File: config.mk
export PLATFORM = sky130hd
export DESIGN_NAME = cache_controller_flat
export DESIGN_NICKNAME = d
export VERILOG_FILES = /design/src/rtl/cache_controller_if.sv /design/src/rtl/cache_controller.sv /design/src/flat_wrapper.sv
export SDC_FILE = /design/constraint.sdc
export NUM_CORES = 1
export LEC_CHECK = 0
export ABC_CLOCK_PERIOD_IN_PS = 9900
export CELL_PAD_IN_SITES_DETAIL_PLACEMENT = 0
export CELL_PAD_IN_SITES_GLOBAL_PLACEMENT = 2
export CORE_MARGIN = 2
export CORE_UTILIZATION = 30
export CTS_CLUSTER_DIAMETER = 120
export CTS_CLUSTER_SIZE = 24
export DETAILED_ROUTE_END_ITERATION = 16
export PLACE_DENSITY_LB_ADDON = 0.1
export REMOVE_ABC_BUFFERS = 1
export SLEW_MARGIN = 40
export SYNTH_ARGS = -nofsm -noshare
export SYNTH_HDL_FRONTEND = slang
export SYNTH_SLANG_ARGS = --single-unit
File: constraint.sdc
create_clock -name clk -period 9.9 [get_ports clk]
set_input_delay 1.485 -clock clk [delete_from_list [all_inputs] [get_ports clk]]
set_output_delay 1.485 -clock clk [all_outputs]
set_load 0.005 [all_outputs]
File: src/rtl/cache_controller_if.sv
// Host request/response and storage bus bundle for cache_controller.
// slave = controller view, master = host + storage view.
interface cache_controller_if #(
    parameter int unsigned NUM_ENTRIES = 16,
    parameter int unsigned KEY_WIDTH   = 16,
    parameter int unsigned VALUE_WIDTH = 64
);
    logic                   req_valid;
    logic                   req_ready;
    logic [1:0]             req_op;
    logic [KEY_WIDTH-1:0]   req_key;
    logic [VALUE_WIDTH-1:0] req_value;
    logic                   resp_valid;
    logic                   resp_ready;
    logic [1:0]             resp_status;
    logic [VALUE_WIDTH-1:0] resp_value;
    logic                   mem_write;
    logic                   mem_select_by_index;
    logic                   mem_delete;
    logic [KEY_WIDTH-1:0]   mem_key;
    logic [VALUE_WIDTH-1:0] mem_value;
    logic [NUM_ENTRIES-1:0] mem_index;
    logic [VALUE_WIDTH-1:0] mem_value_out;
    logic [NUM_ENTRIES-1:0] mem_index_out;
    logic                   mem_hit;
    logic [NUM_ENTRIES-1:0] mem_used_entries;

    modport slave (
        input  req_valid, req_op, req_key, req_value, resp_ready,
               mem_value_out, mem_index_out, mem_hit, mem_used_entries,
        output req_ready, resp_valid, resp_status, resp_value,
               mem_write, mem_select_by_index, mem_delete, mem_key, mem_value, mem_index
    );

    modport master (
        output req_valid, req_op, req_key, req_value, resp_ready,
               mem_value_out, mem_index_out, mem_hit, mem_used_entries,
        input  req_ready, resp_valid, resp_status, resp_value,
               mem_write, mem_select_by_index, mem_delete, mem_key, mem_value, mem_index
    );
endinterface

File: src/rtl/cache_controller.sv
// Key/value cache controller: IDLE -> LOOKUP -> EXEC -> RESP, one request in flight.
// Optional GET hit/miss statistics counters enabled by defining CACHE_CTRL_STATS_EN.
module cache_controller #(
    parameter int unsigned NUM_ENTRIES = 16,
    parameter int unsigned KEY_WIDTH   = 16,
    parameter int unsigned VALUE_WIDTH = 64
) (
    input  logic clk,
    input  logic rst,
    cache_controller_if.slave bus
`ifdef CACHE_CTRL_STATS_EN
    ,
    output logic [15:0] hit_count,
    output logic [15:0] miss_count
`endif
);
    localparam logic [1:0] OP_GET = 2'd0;
    localparam logic [1:0] OP_PUT = 2'd1;
    localparam logic [1:0] OP_DEL = 2'd2;
    localparam logic [1:0] OP_ILL = 2'd3;

    localparam logic [1:0] ST_OK   = 2'd0;
    localparam logic [1:0] ST_MISS = 2'd1;
    localparam logic [1:0] ST_FULL = 2'd2;
    localparam logic [1:0] ST_ERR  = 2'd3;

    typedef enum logic [1:0] {IDLE = 2'd0, LOOKUP = 2'd1, EXEC = 2'd2, RESP = 2'd3} state_t;

    state_t                 state;
    logic [1:0]             op_q;
    logic [KEY_WIDTH-1:0]   key_q;
    logic [VALUE_WIDTH-1:0] val_q;
    logic [VALUE_WIDTH-1:0] rdata_q;
    logic                   hit_q;
    logic [NUM_ENTRIES-1:0] used_q;

    logic                   req_err_c;
    logic [NUM_ENTRIES-1:0] free_now_c;
    logic [NUM_ENTRIES-1:0] free_q_c;
    logic [1:0]             exec_status_c;
    logic [VALUE_WIDTH-1:0] exec_value_c;

    // One-hot of the lowest clear bit; zero when every slot is occupied.
    function automatic logic [NUM_ENTRIES-1:0] lowest_free(input logic [NUM_ENTRIES-1:0] used);
        return ~used & (used + NUM_ENTRIES'(1));
    endfunction

    assign req_err_c  = (key_q == '0) || (op_q == OP_ILL);
    assign free_now_c = lowest_free(bus.mem_used_entries);
    assign free_q_c   = lowest_free(used_q);

    always_comb begin
        exec_status_c = ST_OK;
        exec_value_c  = '0;
        if (req_err_c) begin
            exec_status_c = ST_ERR;
        end else begin
            case (op_q)
                OP_GET: begin
                    if (hit_q) exec_value_c  = rdata_q;
                    else       exec_status_c = ST_MISS;
                end
                OP_PUT:  if (!hit_q && (free_q_c == '0)) exec_status_c = ST_FULL;
                OP_DEL:  if (!hit_q) exec_status_c = ST_MISS;
                default: exec_status_c = ST_ERR;
            endcase
        end
    end

    // Storage strobes are launched at the LOOKUP->EXEC edge so they are
    // registered, single-cycle and confined to EXEC.
    always_ff @(posedge clk or posedge rst) begin
        if (rst) begin
            state                   <= IDLE;
            op_q                    <= '0;
            key_q                   <= '0;
            val_q                   <= '0;
            rdata_q                 <= '0;
            hit_q                   <= 1'b0;
            used_q                  <= '0;
            bus.req_ready           <= 1'b1;
            bus.resp_valid          <= 1'b0;
            bus.resp_status         <= '0;
            bus.resp_value          <= '0;
            bus.mem_write           <= 1'b0;
            bus.mem_select_by_index <= 1'b0;
            bus.mem_delete          <= 1'b0;
            bus.mem_key             <= '0;
            bus.mem_value           <= '0;
            bus.mem_index           <= '0;
        end else begin
            bus.mem_select_by_index <= 1'b0;
            case (state)
                IDLE: begin
                    if (bus.req_valid && bus.req_ready) begin
                        op_q          <= bus.req_op;
                        key_q         <= bus.req_key;
                        val_q         <= bus.req_value;
                        bus.mem_key   <= bus.req_key;
                        bus.mem_value <= bus.req_value;
                        bus.req_ready <= 1'b0;
                        state         <= LOOKUP;
                    end
                end
                LOOKUP: begin
                    hit_q   <= bus.mem_hit;
                    rdata_q <= bus.mem_value_out;
                    used_q  <= bus.mem_used_entries;
                    if (!req_err_c) begin
                        if (op_q == OP_PUT) begin
                            if (bus.mem_hit) begin
                                bus.mem_write <= 1'b1;
                                bus.mem_index <= bus.mem_index_out;
                            end else if (free_now_c != '0) begin
                                bus.mem_write <= 1'b1;
                                bus.mem_index <= free_now_c;
                            end
                        end else if ((op_q == OP_DEL) && bus.mem_hit) begin
                            bus.mem_delete <= 1'b1;
                            bus.mem_index  <= bus.mem_index_out;
                        end
                    end
                    state <= EXEC;
                end
                EXEC: begin
                    bus.mem_write   <= 1'b0;
                    bus.mem_delete  <= 1'b0;
                    bus.mem_index   <= '0;
                    bus.mem_key     <= '0;
                    bus.mem_value   <= '0;
                    bus.resp_valid  <= 1'b1;
                    bus.resp_status <= exec_status_c;
                    bus.resp_value  <= exec_value_c;
                    state           <= RESP;
                end
                RESP: begin
                    if (bus.resp_ready) begin
                        bus.resp_valid  <= 1'b0;
                        bus.resp_status <= '0;
                        bus.resp_value  <= '0;
                        bus.req_ready   <= 1'b1;
                        state           <= IDLE;
                    end
                end
                default: state <= IDLE;
            endcase
        end
    end

`ifdef CACHE_CTRL_STATS_EN
    // Saturating GET hit/miss counters, bumped on the response handshake.
    always_ff @(posedge clk or posedge rst) begin
        if (rst) begin
            hit_count  <= '0;
            miss_count <= '0;
        end else if ((state == RESP) && bus.resp_ready && (op_q == OP_GET)) begin
            if ((bus.resp_status == ST_OK) && (hit_count != 16'hFFFF))
                hit_count <= hit_count + 16'd1;
            if ((bus.resp_status == ST_MISS) && (miss_count != 16'hFFFF))
                miss_count <= miss_count + 16'd1;
        end
    end
`endif
endmodule

File: src/flat_wrapper.sv
// flat-port wrapper written by rule: the top's interface ports become plain ports
module cache_controller_flat 
#(
    parameter int unsigned NUM_ENTRIES = 16,
    parameter int unsigned KEY_WIDTH   = 16,
    parameter int unsigned VALUE_WIDTH = 64
)
  (clk, rst, bus_req_valid, bus_req_op, bus_req_key, bus_req_value, bus_resp_ready, bus_mem_value_out, bus_mem_index_out, bus_mem_hit, bus_mem_used_entries, bus_req_ready, bus_resp_valid, bus_resp_status, bus_resp_value, bus_mem_write, bus_mem_select_by_index, bus_mem_delete, bus_mem_key, bus_mem_value, bus_mem_index);
  cache_controller_if #(.NUM_ENTRIES(NUM_ENTRIES), .KEY_WIDTH(KEY_WIDTH), .VALUE_WIDTH(VALUE_WIDTH)) bus_i ();
  input  logic clk;
  input  logic rst;
  input wire logic [$bits(bus_i.req_valid)-1:0] bus_req_valid;
  input wire logic [$bits(bus_i.req_op)-1:0] bus_req_op;
  input wire logic [$bits(bus_i.req_key)-1:0] bus_req_key;
  input wire logic [$bits(bus_i.req_value)-1:0] bus_req_value;
  input wire logic [$bits(bus_i.resp_ready)-1:0] bus_resp_ready;
  input wire logic [$bits(bus_i.mem_value_out)-1:0] bus_mem_value_out;
  input wire logic [$bits(bus_i.mem_index_out)-1:0] bus_mem_index_out;
  input wire logic [$bits(bus_i.mem_hit)-1:0] bus_mem_hit;
  input wire logic [$bits(bus_i.mem_used_entries)-1:0] bus_mem_used_entries;
  output wire logic [$bits(bus_i.req_ready)-1:0] bus_req_ready;
  output wire logic [$bits(bus_i.resp_valid)-1:0] bus_resp_valid;
  output wire logic [$bits(bus_i.resp_status)-1:0] bus_resp_status;
  output wire logic [$bits(bus_i.resp_value)-1:0] bus_resp_value;
  output wire logic [$bits(bus_i.mem_write)-1:0] bus_mem_write;
  output wire logic [$bits(bus_i.mem_select_by_index)-1:0] bus_mem_select_by_index;
  output wire logic [$bits(bus_i.mem_delete)-1:0] bus_mem_delete;
  output wire logic [$bits(bus_i.mem_key)-1:0] bus_mem_key;
  output wire logic [$bits(bus_i.mem_value)-1:0] bus_mem_value;
  output wire logic [$bits(bus_i.mem_index)-1:0] bus_mem_index;
  assign bus_i.req_valid = bus_req_valid;
  assign bus_i.req_op = bus_req_op;
  assign bus_i.req_key = bus_req_key;
  assign bus_i.req_value = bus_req_value;
  assign bus_i.resp_ready = bus_resp_ready;
  assign bus_i.mem_value_out = bus_mem_value_out;
  assign bus_i.mem_index_out = bus_mem_index_out;
  assign bus_i.mem_hit = bus_mem_hit;
  assign bus_i.mem_used_entries = bus_mem_used_entries;
  assign bus_req_ready = bus_i.req_ready;
  assign bus_resp_valid = bus_i.resp_valid;
  assign bus_resp_status = bus_i.resp_status;
  assign bus_resp_value = bus_i.resp_value;
  assign bus_mem_write = bus_i.mem_write;
  assign bus_mem_select_by_index = bus_i.mem_select_by_index;
  assign bus_mem_delete = bus_i.mem_delete;
  assign bus_mem_key = bus_i.mem_key;
  assign bus_mem_value = bus_i.mem_value;
  assign bus_mem_index = bus_i.mem_index;
  cache_controller #(.NUM_ENTRIES(NUM_ENTRIES), .KEY_WIDTH(KEY_WIDTH), .VALUE_WIDTH(VALUE_WIDTH)) u_core (.clk(clk), .rst(rst), .bus(bus_i));
endmodule
==> parameters.txt, run 1 <==
Parameter                              Value

Yosys
  Share of synthesized area occupied by flip-flops and latches ... 0.651
  Number of flip-flops and latches in the synthesized netlist ... 267
  Post-synthesis instance area ... 10300 um^2
  Count of different cell masters after synthesis ... 42
  Synth top area cells ... sky130_fd_sc_hd__dfrtp_1 (65%), sky130_fd_sc_hd__a22o_1 (12%), sky130_fd_sc_hd__mux2_1 (10%)
  Mean Syn Cell Area ... 14.4 um^2
  Largest area contributor in the synthesized netlist ... sky130_fd_sc_hd__dfrtp_1
  Leading register cell type out of synthesis ... sky130_fd_sc_hd__dfrtp_1
  Synth async-reset ratio ... 1.00
  Number of enable flip-flop cells after synthesis ... 0
  Synth Instances ... 710
  Ys Warns ... 0
  Share of the synthesized area in the top cell type ... 0.649

Route
  Count of antenna-violating nets left after detailed routing ... 0
  Detailed-route wire length per cell ... 19.6 um
  Drt pass-1 iters ... 4
  Via/cell ratio ... 4.70
  DRC Markers ... 0
  Initial detailed-routing violation count ... 257
  Vias ... 6989
  Overall routed net length ... 29100 um

Clock network
  CTS tree ... yes
  Post-cts hold buffer count ... 0
  H-tree lvl count ... 1
  CTS sink count ... 267
  Clock buffer count from CTS ... 15
  Clock Pin Slew Worst Setup and Hold Paths ... roughly 100 ps
  Post CTS Setup Buffer Count ... 0
  Root cell of the clock tree ... sky130_fd_sc_hd__clkbuf_16
  Gates resized, CTS repair ... 0
  Maximum buffer depth of the clock tree ... 3
  Clock latency of the later-clocked register in the worst-skew pair ... 500 ps

Power
  Power per Cell Area ... 126 nW/um^2
  Worst ir drop on vdd ... about 0.12 mV
  Static Leakage ... 6.82 nW

Timing
  Hold Fails Final Rpt ... 0
  Slew margin rel. ... 0.459
  Worst Tran Pin Value ... 811 ps
  Final setup TNS ... 0 ps
  Worst clock skew ... 24.4 ps
  RSZ-0062 raised after global routing ... no
  Min cycle time layout ... 3370 ps
  Timing-limited maximum frequency ... 296 MHz
  Final count of pins violating max slew ... 0
  Final critical-path share of the clock period ... 0.341
  Final setup violating endpoints ... 0

Min path
  Hold Crit Class ... reg -> reg

Placement
  HPWL reported at the end of detailed placement ... around 19000 um
  Port Buf Inserts ... 348
  Routability cong. ... slightly above 0.7

Global route
  Wire length of the first global-routing pass ... 45600 um
  Pin count of the biggest net entering global routing ... between 100 and 150
  Antenna violations before repair ... 1
  Number of global-route vias before repair ... about 7600
  Total congestion overflow after global routing ... 0
  Combined global-route utilization of all metal layers ... 0.161

Floorplan
  Number of rows in the core area ... 67
  Number of top-level design ports ... 350
  Chip Width ... 189 um
  Overall die area ... 35700 um^2
  Core area ... about 34000 um^2
  Initial standard-cell utilization of the core ... 0.305
  Die Ht ... 189 um

Setup path
  Crit. End Element ... flip-flop
  CP cell instances ... clkdlybuf4s50_1, nand4_1, nor4_1, nand3_1, nand3_2, mux2_2
  Slowest stage delay, CP ... 530 ps
  Largest driver fanout on the critical path ... 16
  Category of the worst setup path launch point ... input port
  Crit path DAT ... roughly 3800 ps
  Startpoint-to-endpoint class of the critical path ... in -> reg
  Req. time, crit path ... between 10000 and 15000 ps
  Critical path's slowest cell ... sky130_fd_sc_hd__clkdlybuf4s50_1

Cells and area
  Syn-to-layout area delta ... 43.1%
  Commonest non-fill, non-tap cells in the layout ... sky130_fd_sc_hd__clkdlybuf4s50_1 (348), sky130_fd_sc_hd__dfrtp_1 (266), sky130_fd_sc_hd__a22o_1 (145)
  Number of inserted diodes ... 0
  Share of layout cells above drive strength 1 ... 0.0549
  Nets ... 1221
  Most frequent standard cell in the layout excluding fill and tap cells ... sky130_fd_sc_hd__clkdlybuf4s50_1
  Post-Route Utilization ... 0.437

Status
  Outcome ... completed

Job
  Count of max-cap constraint violations ... 0
synthesized netlist by cell type (all sizes together) (2+ instances only):
cell / instances
a21boi: 2
a21oi: 19
a22o: 145
a22oi: 3
buf: 17
clkbuf: 33
dfrtp: 266
ha: 4
inv: 10
mux2: 115
nand2: 12
nand2b: 2
nand3: 8
nand4: 5
nand4b: 4
nor2: 17
nor2b: 7
nor3: 3
nor3b: 2
nor4: 6
nor4b: 2
o21ai: 10
or4: 6
registers in the layout, summed over array words and instances, names as in the netlist:
| name | flops |
|---|---|
| u_core.bus.mem_value | 64 |
| u_core.bus.mem_write | 1 |
| u_core.key_q | 16 |
| u_core.op_q | 2 |
| u_core.bus.mem_delete | 1 |
| u_core.bus.resp_valid | 1 |
| u_core.rdata_q | 64 |
| u_core.bus.resp_status | 2 |
| u_core.bus.req_ready | 1 |
| u_core.bus.mem_key | 16 |
| u_core.bus.mem_index | 16 |
| u_core.state | 2 |
| u_core.used_q | 16 |
| u_core.hit_q | 1 |
| u_core.bus.resp_value | 64 |
where the power goes:
part           total, mW  internal, mW  switching (mW)
clock              0.659         0.288           0.371
combinational      0.108        0.0680          0.0395
sequential          1.09          1.09               0
total               1.86          1.45           0.410
worst paths after layout:
| kind | slack, ps | to | cells after the start | start |
|---|---|---|---|---|
| setup / recovery | 6530 | u_core.bus.mem_index[12] | 6 | bus_mem_used_entries[0] |
| hold / removal | 490 | u_core.key_q[14] | 1 | u_core.key_q[14] |
| setup reg to reg | 7280 | u_core.bus.resp_value[52] | 6 | u_core.key_q[10] |
| hold reg to reg | 490 | u_core.key_q[14] | 1 | u_core.key_q[14] |
| max in group asynchronous | 7140 | u_core.used_q[1] | 4 | rst |
| min in group asynchronous | 1530 | u_core.rdata_q[52] | 2 | rst |
per-stage QoR:
step	power [mW]	hold slack (ps)	area, um^2	cells	worst slack [ps]
2_1_floorplan	1.13	455	10000	660	1060
3_3_place_gp	1.22	468	14200	1463	5730
3_5_place_dp	1.22	475	14200	1463	5970
4_1_cts	1.90	497	14600	1484	6510
5_1_grt	1.94	508	14700	1486	6340
6_report	1.86	490	14700	1486	6530
critical path: cells and delay by family:
kind | cells | cell delay [ps]
simple gates | 4 | 1330
buf+inv | 1 | 530
mux | 1 | 390
metal layers:
metal	global-route usage	vias up	routed length, um
met5	0	-	13
met1	0.217	3487	12900
met4	0.0267	2	419
met3	0.0538	22	2260
li1	-	3267	-
met2	0.255	211	13500
cell families (layout without fill, tap and decap cells):
kind of cell	count (synthesis)	in the layout	synth area share
adders and majority gates	4	4	0.00488
muxes	116	116	0.127
DFF	267	267	0.651
AOI/OAI and AO/OA	184	184	0.146
buffers and inverters	60	388	0.0276
and+or+nand+nor	78	78	0.0429
other	1	1	0.000366
layout make-up:
class                      instances  area [um^2]
timing repair buffer             357         3610
fill                            3091        18900
inverter                          10         50.0
tap                              448          561
clock inverter                     2         38.8
sequential                       267         6680
clock buffer                      19          390
multi-input combinational        383         3350
No activity file was read; power rests on OpenSTA's default activity.
==> run 2: changes to the inputs <==
Settings changed: ABC_CLOCK_PERIOD_IN_PS 9900 to 3050, CORE_UTILIZATION 30 to 27.
Clock period 9.9 ns to 3.05 ns, I/O delays scaled along.
==> run 2 against run 1 <==
  * Via count rose by 1.8%
  * Non-clock buffer count rose by 8
  * Cell count rose by 5.0%
  * Setup slack got worse by 5900 ps
  * Critical path type is now reg -> reg
  * Critical endpoint is now u_core.bus.resp_value[44]
  * Largest power group unchanged
==> parameters.txt, run 2 (same netlist as run 1, synthesis figures left out) <==
Parameter                              Value

Status
  Outcome ... completed

Timing
  Hold Fails Final Rpt ... 0
  Slew margin rel. ... 0.615
  Worst clock skew ... between 20 and 25 ps
  Final setup violating endpoints ... 0
  Timing-limited maximum frequency ... 418 MHz
  Worst Tran Pin Value ... 578 ps
  Final critical-path share of the clock period ... 0.785
  Final count of pins violating max slew ... 0
  RSZ-0062 raised after global routing ... no
  Min cycle time layout ... 2390 ps
  Hold Slack ... 376 ps

Setup path
  Largest driver fanout on the critical path ... 64
  CP cell instances ... or4_1, or4_4, nand2_1, nor3b_2, buf_12, a22o_1
  Endpoint of the worst-slack reg-to-reg timing path ... u_core.bus.resp_value[44]
  Count of buffering cells on the critical path with inverters included ... 1
  Crit. End Element ... flip-flop
  Critical path's slowest cell ... sky130_fd_sc_hd__or4_4
  Req. time, crit path ... between 3000 and 4000 ps
  Crit path DAT ... 2780 ps
  Slack of the worst reg-to-reg path ... 660 ps
  Slowest stage delay, CP ... 600 ps
  Count of cells along the worst register-to-register path ... 6
  Category of the worst setup path launch point ... flip-flop
  Startpoint-to-endpoint class of the critical path ... reg -> reg
  Worst r2r src ... u_core.key_q[10]
  Cell family with the largest share of critical-path delay ... simple AND/OR/NAND/NOR gates

Global route
  Total congestion overflow after global routing ... 0
  Number of global-route vias before repair ... 7588
  Antenna violations before repair ... 2
  Pin count of the biggest net entering global routing ... between 80 and 90
  Combined global-route utilization of all metal layers ... 0.155
  Wire length of the first global-routing pass ... 47300 um

Floorplan
  Chip Width ... a little under 200 um
  Die Ht ... about 200 um
  Number of top-level design ports ... 350
  Core area ... 37600 um^2
  Initial standard-cell utilization of the core ... 0.273
  Overall die area ... 39600 um^2
  Number of rows in the core area ... 71

Clock network
  CTS tree ... yes
  Clock buffer count from CTS ... 15
  Root cell of the clock tree ... sky130_fd_sc_hd__clkbuf_16
  Clock Pin Slew Worst Setup and Hold Paths ... around 100 ps
  Maximum buffer depth of the clock tree ... 3
  CTS sink count ... 267
  Post-cts hold buffer count ... 0
  Clock latency of the later-clocked register in the worst-skew pair ... slightly above 500 ps
  Gates resized, CTS repair ... 0
  H-tree lvl count ... 1
  Post CTS Setup Buffer Count ... 0

Route
  Detailed-route wire length per cell ... 19.9 um
  Initial detailed-routing violation count ... 305
  DRC Markers ... 0
  Drt pass-1 iters ... 4
  Vias ... 7114
  Via/cell ratio ... 4.56
  Overall routed net length ... 31100 um
  Count of antenna-violating nets left after detailed routing ... 0

Power
  Power per Cell Area ... 408 nW/um^2
  Share of power burned in combinational logic ... 0.060
  Sequential group share of total power ... 0.583
  Worst ir drop on vdd ... 0.259 mV
  NetSw ... 1.37 mW
  Total design power ... 6.07 mW
  Internal power contribution ... 4.70 mW
  Sw Share ... 0.225
  Portion of total power attributed to the clock network ... 0.358
  Static Leakage ... 6.87 nW

Cells and area
  Sequential cell area ... around 6700 um^2
  Share of layout cells above drive strength 1 ... 0.0611
  Syn-to-layout area delta ... 44.9%
  Nets ... 1229
  Most frequent standard cell in the layout excluding fill and tap cells ... sky130_fd_sc_hd__clkdlybuf4s50_1
  Registers with the most flip-flops ... u_core.bus.mem_value: 64 flops, u_core.bus.resp_value: 64 flops, u_core.rdata_q: 64 flops
  Multi-input combinational cell area ... 3340 um^2
  Commonest non-fill, non-tap cells in the layout ... sky130_fd_sc_hd__clkdlybuf4s50_1 (348), sky130_fd_sc_hd__dfrtp_1 (266), sky130_fd_sc_hd__a22o_1 (145)
  Post-Route Utilization ... 0.395
  Number of filler instances in the final layout ... 3580

Placement
  HPWL reported at the end of detailed placement ... 20700 um
  Port Buf Inserts ... 348
  Routability cong. ... 0.694

Min path
  Hold Crit Class ... in -> async

Job
  Count of max-cap constraint violations ... 0
[run 2: cell count changes in the layout (fill, tap and decap cells not counted), sizes merged]
cell and change:
clkbuf +1, clkinv -1, buf +8, clkinvlp +1, inv +1, diode +1
[run 2: cell type report]
cell class              count  area share
diodes                      1    0.000168
flip-flops and latches    267       0.450
multi-input cells         383       0.225
clock buffers              20      0.0265
inverters                  10     0.00303
clock inverters             3     0.00219
repair buffers            365       0.251
well taps                 511      0.0430
[run 2: stage by stage]
step	instances	setup TNS, ps	cell area (um^2)	setup slack, ps
2_1_floorplan	660	-1553980	10000	-4760
3_3_place_gp	1536	0	14400	506
3_5_place_dp	1536	0	14400	484
4_1_cts	1559	0	14900	631
5_1_grt	1559	0	14900	532
6_report	1560	0	14900	656
[run 2: worst register-to-register path, stage by stage (launching register included)]
cell                      delay (ps)
sky130_fd_sc_hd__dfrtp_1         380
sky130_fd_sc_hd__or4_1           570
sky130_fd_sc_hd__or4_4           600
sky130_fd_sc_hd__nand2_1         120
sky130_fd_sc_hd__nor3b_2          70
sky130_fd_sc_hd__buf_12          210
sky130_fd_sc_hd__a22o_1          330
[run 2: routing by layer]
metal | vias to the layer above | global-route usage | wire length, um
li1 | 3291 | - | -
met1 | 3575 | 0.217 | 14200
met2 | 218 | 0.236 | 13900
met3 | 26 | 0.0536 | 2600
met4 | 4 | 0.0240 | 333
met5 | - | 0 | 27
[run 2: power groups by stage]
stage	registers [mW]	logic (mW)	clock network, mW
2_1_floorplan	3.61	0.0703	0
3_3_place_gp	3.61	0.370	0
4_1_cts	3.54	0.372	2.31
6_report	3.54	0.361	2.17
3_5_place_dp	3.61	0.371	0
5_1_grt	3.54	0.397	2.44
[run 2: worst max-delay path by stage]
| stage | slack, ps | start | endpoint | cells past startpoint |
|---|---|---|---|---|
| floorplan | -4760 | rst | u_core.bus.mem_delete | 1 |
| global placement | 510 | bus_mem_used_entries[6] | u_core.bus.mem_index[12] | 7 |
| detailed placement | 480 | bus_mem_used_entries[4] | u_core.bus.mem_index[6] | 7 |
| CTS | 630 | u_core.key_q[9] | u_core.bus.mem_index[6] | 6 |
| global route | 530 | u_core.key_q[10] | u_core.bus.resp_value[44] | 6 |
| finish | 660 | u_core.key_q[10] | u_core.bus.resp_value[44] | 6 |
